**src/rtl/spi_cmd_ctrl_if.sv**
```systemverilog
// Memory-side request/acknowledge bus between the SPI command controller
// and the FPGA register/memory fabric.
//   mem_req   : request, held until acknowledged
//   mem_we    : 1 = write, 0 = read; stable while mem_req
//   mem_addr  : access address; stable while mem_req
//   mem_wdata : write data; stable while mem_req
//   mem_rdata : read data, valid in the mem_ack cycle of a read
//   mem_ack   : completes the access when high together with mem_req
// Modports: master = controller side, slave = memory side.
interface spi_cmd_ctrl_if #(
    parameter int ADDR_W = 16
) ();
    logic              mem_req;
    logic              mem_we;
    logic [ADDR_W-1:0] mem_addr;
    logic [7:0]        mem_wdata;
    logic [7:0]        mem_rdata;
    logic              mem_ack;

    modport master (
        output mem_req, mem_we, mem_addr, mem_wdata,
        input  mem_rdata, mem_ack
    );

    modport slave (
        input  mem_req, mem_we, mem_addr, mem_wdata,
        output mem_rdata, mem_ack
    );
endinterface

```
**src/rtl/spi_cmd_ctrl.sv**
```systemverilog
// SPI command/transaction controller.
// Parses each SPI frame as [cmd][addr_hi][addr_lo][data...] and performs
// auto-incrementing single-byte reads/writes on the memory bus, returning
// read data (one byte of prefetch latency) through tx_byte.
// Ports:
//   clk, rst              : clock, synchronous active-high reset
//   spi_active            : slave select active (already synchronised)
//   rx_valid, rx_byte     : one-cycle received-byte strobe and byte
//   tx_byte               : byte loaded by the SPI slave at the next boundary
//   mem                   : memory req/ack bus (master modport)
//   busy                  : access in flight or a read waiting to issue
//   err_overrun           : sticky overrun flag
module spi_cmd_ctrl #(
    parameter int ADDR_W = 16
) (
    input  logic                  clk,
    input  logic                  rst,
    input  logic                  spi_active,
    input  logic                  rx_valid,
    input  logic [7:0]            rx_byte,
    output logic [7:0]            tx_byte,
    spi_cmd_ctrl_if.master        mem,
    output logic                  busy,
    output logic                  err_overrun
);

    typedef enum logic [2:0] {
        IDLE    = 3'd0,
        ADDR_HI = 3'd1,
        ADDR_LO = 3'd2,
        WR_DATA = 3'd3,
        RD_DATA = 3'd4,
        IGNORE  = 3'd5
    } state_t;

    state_t            state_r, state_s;
    logic              is_write_r, is_write_s;
    logic [15:0]       addr_r, addr_s;
    logic [7:0]        prefetch_r, prefetch_s;
    logic              prefetch_valid_r, prefetch_valid_s;
    logic              rd_pending_r, rd_pending_s;
    logic              rd_discard_r, rd_discard_s;   // in-flight read belongs to an ended frame
    logic              mem_req_r, mem_req_s;
    logic              mem_we_r, mem_we_s;
    logic [ADDR_W-1:0] mem_addr_r, mem_addr_s;
    logic [7:0]        mem_wdata_r, mem_wdata_s;
    logic [7:0]        tx_byte_r, tx_byte_s;
    logic              err_overrun_r;
    logic              err_set_s, err_clr_s;

    logic              accept_s;
    logic              ack_s;
    logic              rd_ack_s;
    logic              rd_use_s;
    logic              busy_s;
    logic [7:0]        status_s;

    assign accept_s = rx_valid & spi_active;
    assign ack_s    = mem_req_r & mem.mem_ack;
    assign rd_ack_s = ack_s & ~mem_we_r;
    // Read data only feeds the current frame if that frame issued the read.
    assign rd_use_s = rd_ack_s & ~rd_discard_r & spi_active & (state_r == RD_DATA);
    assign busy_s   = mem_req_r | rd_pending_r;
    assign status_s = {6'b000000, err_overrun_r, busy_s};

    assign mem.mem_req   = mem_req_r;
    assign mem.mem_we    = mem_we_r;
    assign mem.mem_addr  = mem_addr_r;
    assign mem.mem_wdata = mem_wdata_r;
    assign tx_byte       = tx_byte_r;
    assign busy          = busy_s;
    assign err_overrun   = err_overrun_r;

    // Next-state, memory-issue and transmit-byte logic.
    always_comb begin
        state_s          = state_r;
        is_write_s       = is_write_r;
        addr_s           = addr_r;
        prefetch_s       = prefetch_r;
        prefetch_valid_s = prefetch_valid_r;
        rd_pending_s     = rd_pending_r;
        rd_discard_s     = rd_discard_r;
        mem_req_s        = mem_req_r;
        mem_we_s         = mem_we_r;
        mem_addr_s       = mem_addr_r;
        mem_wdata_s      = mem_wdata_r;
        tx_byte_s        = tx_byte_r;
        err_set_s        = 1'b0;
        err_clr_s        = 1'b0;

        if (ack_s) begin
            mem_req_s = 1'b0;
        end else begin
            mem_req_s = mem_req_r;
        end

        if (rd_ack_s) begin
            rd_discard_s = 1'b0;
        end else begin
            rd_discard_s = rd_discard_r;
        end

        if (!spi_active) begin
            // Frame end: drop frame context; an in-flight access runs to completion.
            state_s          = IDLE;
            prefetch_valid_s = 1'b0;
            rd_pending_s     = 1'b0;
            tx_byte_s        = status_s;
            if (mem_req_r && !mem_we_r && !ack_s) begin
                rd_discard_s = 1'b1;
            end else begin
                rd_discard_s = 1'b0;
            end
        end else begin
            if (rd_pending_r && !mem_req_r) begin
                mem_req_s    = 1'b1;
                mem_we_s     = 1'b0;
                mem_addr_s   = addr_r[ADDR_W-1:0];
                rd_pending_s = 1'b0;
            end else begin
                rd_pending_s = rd_pending_r;
            end

            case (state_r)
                IDLE: begin
                    tx_byte_s = status_s;
                    if (accept_s) begin
                        case (rx_byte)
                            8'h01: begin
                                is_write_s = 1'b1;
                                state_s    = ADDR_HI;
                            end
                            8'h02: begin
                                is_write_s = 1'b0;
                                state_s    = ADDR_HI;
                            end
                            8'h03: begin
                                err_clr_s = 1'b1;
                                state_s   = IGNORE;
                            end
                            default: begin
                                state_s = IGNORE;
                            end
                        endcase
                    end else begin
                        state_s = IDLE;
                    end
                end
                ADDR_HI: begin
                    if (accept_s) begin
                        addr_s[15:8] = rx_byte;
                        state_s      = ADDR_LO;
                    end else begin
                        state_s = ADDR_HI;
                    end
                end
                ADDR_LO: begin
                    if (accept_s) begin
                        addr_s[7:0] = rx_byte;
                        if (is_write_r) begin
                            state_s = WR_DATA;
                        end else begin
                            tx_byte_s    = 8'hFF;
                            rd_pending_s = 1'b1;
                            state_s      = RD_DATA;
                        end
                    end else begin
                        state_s = ADDR_LO;
                    end
                end
                WR_DATA: begin
                    if (accept_s) begin
                        if (!mem_req_r) begin
                            mem_req_s   = 1'b1;
                            mem_we_s    = 1'b1;
                            mem_wdata_s = rx_byte;
                            mem_addr_s  = addr_r[ADDR_W-1:0];
                            addr_s      = addr_r + 16'd1;
                        end else begin
                            err_set_s = 1'b1;
                        end
                    end else begin
                        state_s = WR_DATA;
                    end
                end
                RD_DATA: begin
                    if (accept_s && rd_use_s) begin
                        // Data arriving with the byte strobe goes straight out.
                        tx_byte_s        = mem.mem_rdata;
                        prefetch_valid_s = 1'b0;
                        rd_pending_s     = 1'b1;
                        addr_s           = addr_r + 16'd1;
                    end else if (rd_use_s) begin
                        prefetch_s       = mem.mem_rdata;
                        prefetch_valid_s = 1'b1;
                        addr_s           = addr_r + 16'd1;
                    end else if (accept_s) begin
                        if (prefetch_valid_r) begin
                            tx_byte_s        = prefetch_r;
                            prefetch_valid_s = 1'b0;
                            rd_pending_s     = 1'b1;
                        end else begin
                            tx_byte_s = 8'h00;
                            err_set_s = 1'b1;
                        end
                    end else begin
                        state_s = RD_DATA;
                    end
                end
                IGNORE: begin
                    tx_byte_s = 8'h00;
                end
                default: begin
                    state_s = IDLE;
                end
            endcase
        end
    end

    // State and datapath registers with synchronous reset.
    always_ff @(posedge clk) begin
        if (rst) begin
            state_r          <= IDLE;
            is_write_r       <= 1'b0;
            addr_r           <= 16'h0000;
            prefetch_r       <= 8'h00;
            prefetch_valid_r <= 1'b0;
            rd_pending_r     <= 1'b0;
            rd_discard_r     <= 1'b0;
            mem_req_r        <= 1'b0;
            mem_we_r         <= 1'b0;
            mem_addr_r       <= {ADDR_W{1'b0}};
            mem_wdata_r      <= 8'h00;
            tx_byte_r        <= 8'h00;
        end else begin
            state_r          <= state_s;
            is_write_r       <= is_write_s;
            addr_r           <= addr_s;
            prefetch_r       <= prefetch_s;
            prefetch_valid_r <= prefetch_valid_s;
            rd_pending_r     <= rd_pending_s;
            rd_discard_r     <= rd_discard_s;
            mem_req_r        <= mem_req_s;
            mem_we_r         <= mem_we_s;
            mem_addr_r       <= mem_addr_s;
            mem_wdata_r      <= mem_wdata_s;
            tx_byte_r        <= tx_byte_s;
        end
    end

    // Sticky overrun flag; a new overrun beats a simultaneous clear.
    always_ff @(posedge clk) begin
        if (rst) begin
            err_overrun_r <= 1'b0;
        end else if (err_set_s) begin
            err_overrun_r <= 1'b1;
        end else if (err_clr_s) begin
            err_overrun_r <= 1'b0;
        end else begin
            err_overrun_r <= err_overrun_r;
        end
    end

endmodule

```
**src/flat_wrapper.sv**
```systemverilog
// flat-port wrapper written by rule: the top's interface ports become plain ports
module spi_cmd_ctrl_flat 
#(
    parameter int ADDR_W = 16
)
  (clk, rst, spi_active, rx_valid, rx_byte, tx_byte, busy, err_overrun, mem_mem_req, mem_mem_we, mem_mem_addr, mem_mem_wdata, mem_mem_rdata, mem_mem_ack);
  spi_cmd_ctrl_if #(.ADDR_W(ADDR_W)) mem_i ();
  input  logic clk;
  input  logic rst;
  input  logic spi_active;
  input  logic rx_valid;
  input  logic [7:0] rx_byte;
  output logic [7:0] tx_byte;
  output logic busy;
  output logic err_overrun;
  output wire logic [$bits(mem_i.mem_req)-1:0] mem_mem_req;
  output wire logic [$bits(mem_i.mem_we)-1:0] mem_mem_we;
  output wire logic [$bits(mem_i.mem_addr)-1:0] mem_mem_addr;
  output wire logic [$bits(mem_i.mem_wdata)-1:0] mem_mem_wdata;
  input wire logic [$bits(mem_i.mem_rdata)-1:0] mem_mem_rdata;
  input wire logic [$bits(mem_i.mem_ack)-1:0] mem_mem_ack;
  assign mem_mem_req = mem_i.mem_req;
  assign mem_mem_we = mem_i.mem_we;
  assign mem_mem_addr = mem_i.mem_addr;
  assign mem_mem_wdata = mem_i.mem_wdata;
  assign mem_i.mem_rdata = mem_mem_rdata;
  assign mem_i.mem_ack = mem_mem_ack;
  spi_cmd_ctrl #(.ADDR_W(ADDR_W)) u_core (.clk(clk), .rst(rst), .spi_active(spi_active), .rx_valid(rx_valid), .rx_byte(rx_byte), .tx_byte(tx_byte), .mem(mem_i), .busy(busy), .err_overrun(err_overrun));
endmodule
```
**config.mk**
```make
export PLATFORM = sky130hd
export DESIGN_NAME = spi_cmd_ctrl_flat
export DESIGN_NICKNAME = d
export VERILOG_FILES = /design/src/rtl/spi_cmd_ctrl_if.sv /design/src/rtl/spi_cmd_ctrl.sv /design/src/flat_wrapper.sv
export SDC_FILE = /design/constraint.sdc
export NUM_CORES = 1
export LEC_CHECK = 0
export ABC_AREA = 1
export BUFFER_PORTS_ARGS = -buffer_cell sky130_fd_sc_hd__clkbuf_2
export CORE_ASPECT_RATIO = 1.4
export CORE_UTILIZATION = 55
export CTS_CLUSTER_DIAMETER = 120
export CTS_CLUSTER_SIZE = 24
export DETAILED_ROUTE_END_ITERATION = 10
export PLACE_DENSITY = 0.79
export SYNTH_ARGS = -nofsm -noshare
export SYNTH_HDL_FRONTEND = slang
export SYNTH_SLANG_ARGS = --single-unit
```
**constraint.sdc**
```tcl
create_clock -name clk -period 1.85 [get_ports clk]
set_input_delay 0 -clock clk [delete_from_list [all_inputs] [get_ports clk]]
set_output_delay 0 -clock clk [all_outputs]
set_load 0.05 [all_outputs]
```
==> metrics.txt <==
run status completed; Cell Rows 34; wire length on met2 4.66 mm; antenna-violating nets left 0; final setup vio count 0; Mean Syn Cell Area 6.81 um^2; Synth warnings 0; clock-pin slew on the worst setup and hold paths 0.07 ns; share of layout cells above drive strength 1 18.8%; met3 wire length 305 um; Setup WS pre-CTS 0.137 ns; Iteration-0 DRC Markers 262; maximum clock frequency 0.593 GHz; final setup margin 0.164 ns; Hold Path End u_core.mem.mem_req; Initial Util 56.8%; Synth cell types 36; Clock Sink Count 66; CTS Buffer Depth 2; Critical R2R Capture u_core.addr_r[6]; RSZ-0062 raised after global routing no; setup TNS 0 ns; Seq/Total Area, Yosys 37.7%; crit path DAT 1.93 ns; Post-Syn Area 3500 um^2; drt first pass iters 5; min-delay src mem_mem_ack; worst clock skew 0.00659 ns; Die H 96.5 um; Synth area leader dfxtp_1; Avg WL per Cell 13.2 um; clock buffer count from CTS 9; dpl hpwl 6.50 mm; Slew @ Worst Pin 0.409 ns; highest metal used met4; I/O Pins 57; vias in the first global route 3287; Cells after Synth 515; DRT Wirelength 8.81 mm; chip width 69.5 um; H-tree levels 3; CP Max Fanout 12; n_diodes 0; Critical R2R Launch u_core.state_r[0]; Peak VDD IR 0.964 mV; CP max-delay cell dfxtp_1; post-CTS setup buffers 0; Core Util, Final 69.1%; die area 6700 um^2; Max Slew Vio Count 0; crit path cell chain nor2_2, nand2_4, inv_4, nor2_4, nand2_1, nand2_1, nor2_4, nand3_1, nand2_1, nor2_1; Slew HR 72.7%; CP delay by family, top simple AND/OR/NAND/NOR gates; Tot GR Track Use 27.9%; hold_ws 0.0271 ns; clock latency on the worst-skew pair 0.34 ns; WHS Path Cells 4; TritonCTS clock tree yes; Core ar. 6170 um^2; clock period minus worst slack 1.69 ns; most used cell, CP nand2_1; DRT met1 WL 3.54 mm; Reg2Reg Depth 10; Worst EP required 2.09 ns; drt drc 0; Max stage delay on crit path 0.41 ns; final hold vios 0; crit path launch type flip-flop; global-route wire length before repair 14.7 mm; most common cell after layout, fill and taps aside nand2_1; number of max-cap violations 0; via count 3546; initial antenna violation count 0; GPL Wtd Cong 0.900; pin count of the biggest net entering global routing 25; IO Port Bufs 56; FF-to-FF setup slack 0.16 ns; Tcrit/Tclk final 91.2%; syn nets 537; WS Path Type flip-flop to flip-flop; worst path buffer plus inverter count 1; fin nets 614; Static Leakage 1.87 nW; GRT Residual Overflow 0; pwr/cell area 744 nW/um^2; Synth top area share 37.7%; #FFs+latches synth 66; most frequent cells in the layout nand2_1 (120), dfxtp_1 (66), nor2_1 (62), inv_1 (58), clkbuf_2 (56); Synth area leaders dfxtp_1 (38%), nand2_1 (13%), a21oi_1 (7.9%); Tightest Hold Check Type input port to flip-flop; Via density 5.30; CTS root buf clkbuf_8; area added between synthesis and finish 21.6%; CP Capture Type flip-flop
## cell usage after synthesis, drive strengths merged
library cell,count
dfxtp,66
nand2,130
o21bai,2
o22ai,1
a21oi,55
nor2,70
ha,1
inv,65
o2111ai,1
nand3,25
a31oi,2
o31ai,1
o21ai,53
nand4,7
o211ai,6
buf,11
nand3b,3
nor3,9
clkbuf,5
xnor2,2
## worst max path at each step
stage	startpoint	cells after the start	slack [ns]	to
6_report	u_core.state_r[0]	10	0.16	u_core.addr_r[6]
5_1_grt	u_core.state_r[2]	10	0.005	u_core.addr_r[14]
4_1_cts	u_core.state_r[0]	9	0.11	u_core.addr_r[6]
3_5_place_dp	u_core.state_r[0]	9	0.14	u_core.addr_r[6]
3_3_place_gp	u_core.state_r[0]	9	0.16	u_core.addr_r[14]
2_1_floorplan	u_core.mem.mem_req	8	0.03	u_core.prefetch_r[7]
## worst register-to-register path, cell delays in order (launching register included)
cell and delay (ns):
dfxtp_1 0.41, nor2_2 0.22, nand2_4 0.12, inv_4 0.17
nor2_4 0.04, nand2_1 0.08, nand2_1 0.09, nor2_4 0.23
nand3_1 0.12, nand2_1 0.09, nor2_1 0.04
## metal layers
| layer | up-vias | track usage [%] |
|---|---|---|
| met2 | 86 | 51.2 |
| met4 | 0 | 16.3 |
| met3 | 26 | 5.60 |
| li1 | 1826 | - |
| met1 | 1608 | 29.9 |
| met5 | - | 0 |
## power by group
group	internal (mW)	total, mW	switching [mW]	leakage (nW)
Combinational	0.105	0.284	0.179	1.22
Sequential	1.44	1.47	0.0247	0.533
Clock	0.867	1.42	0.554	0.119
## stage by stage
stage | cells | area [um^2] | power [mW]
2_1_floorplan | 515 | 3500 | 1.67
3_3_place_gp | 637 | 3850 | 1.75
3_5_place_dp | 637 | 3850 | 1.75
4_1_cts | 669 | 4250 | 3.19
5_1_grt | 669 | 4260 | 3.30
6_report | 669 | 4260 | 3.17
## layout make-up
type                       instances  area, um^2
tap                               72        90.1
sequential                        66        1320
clock buffer                      12         165
clock inverter                     4        72.6
inverter                          65         254
fill                             541        1910
timing repair buffer              82         528
multi-input combinational        368        1830
## cells by family after synthesis
kind of cell	after synthesis	share of synthesized area [%]
AO/OA/AOI/OAI	121	18.2
XOR/XNOR	2	0.500
adder cells (fa/ha/maj)	1	0.357
flip-flops	66	37.7
AND/OR/NAND/NOR	244	32.8
buffers and inverters	81	10.4
## repair_timing
item	CTS	global route
endpoints found under the hold margin	18	0
gates resized for setup	0	3
setup endpoints to repair	0	8
hold buffers	16	0
Note: power is estimated with default switching activity, not from simulation.
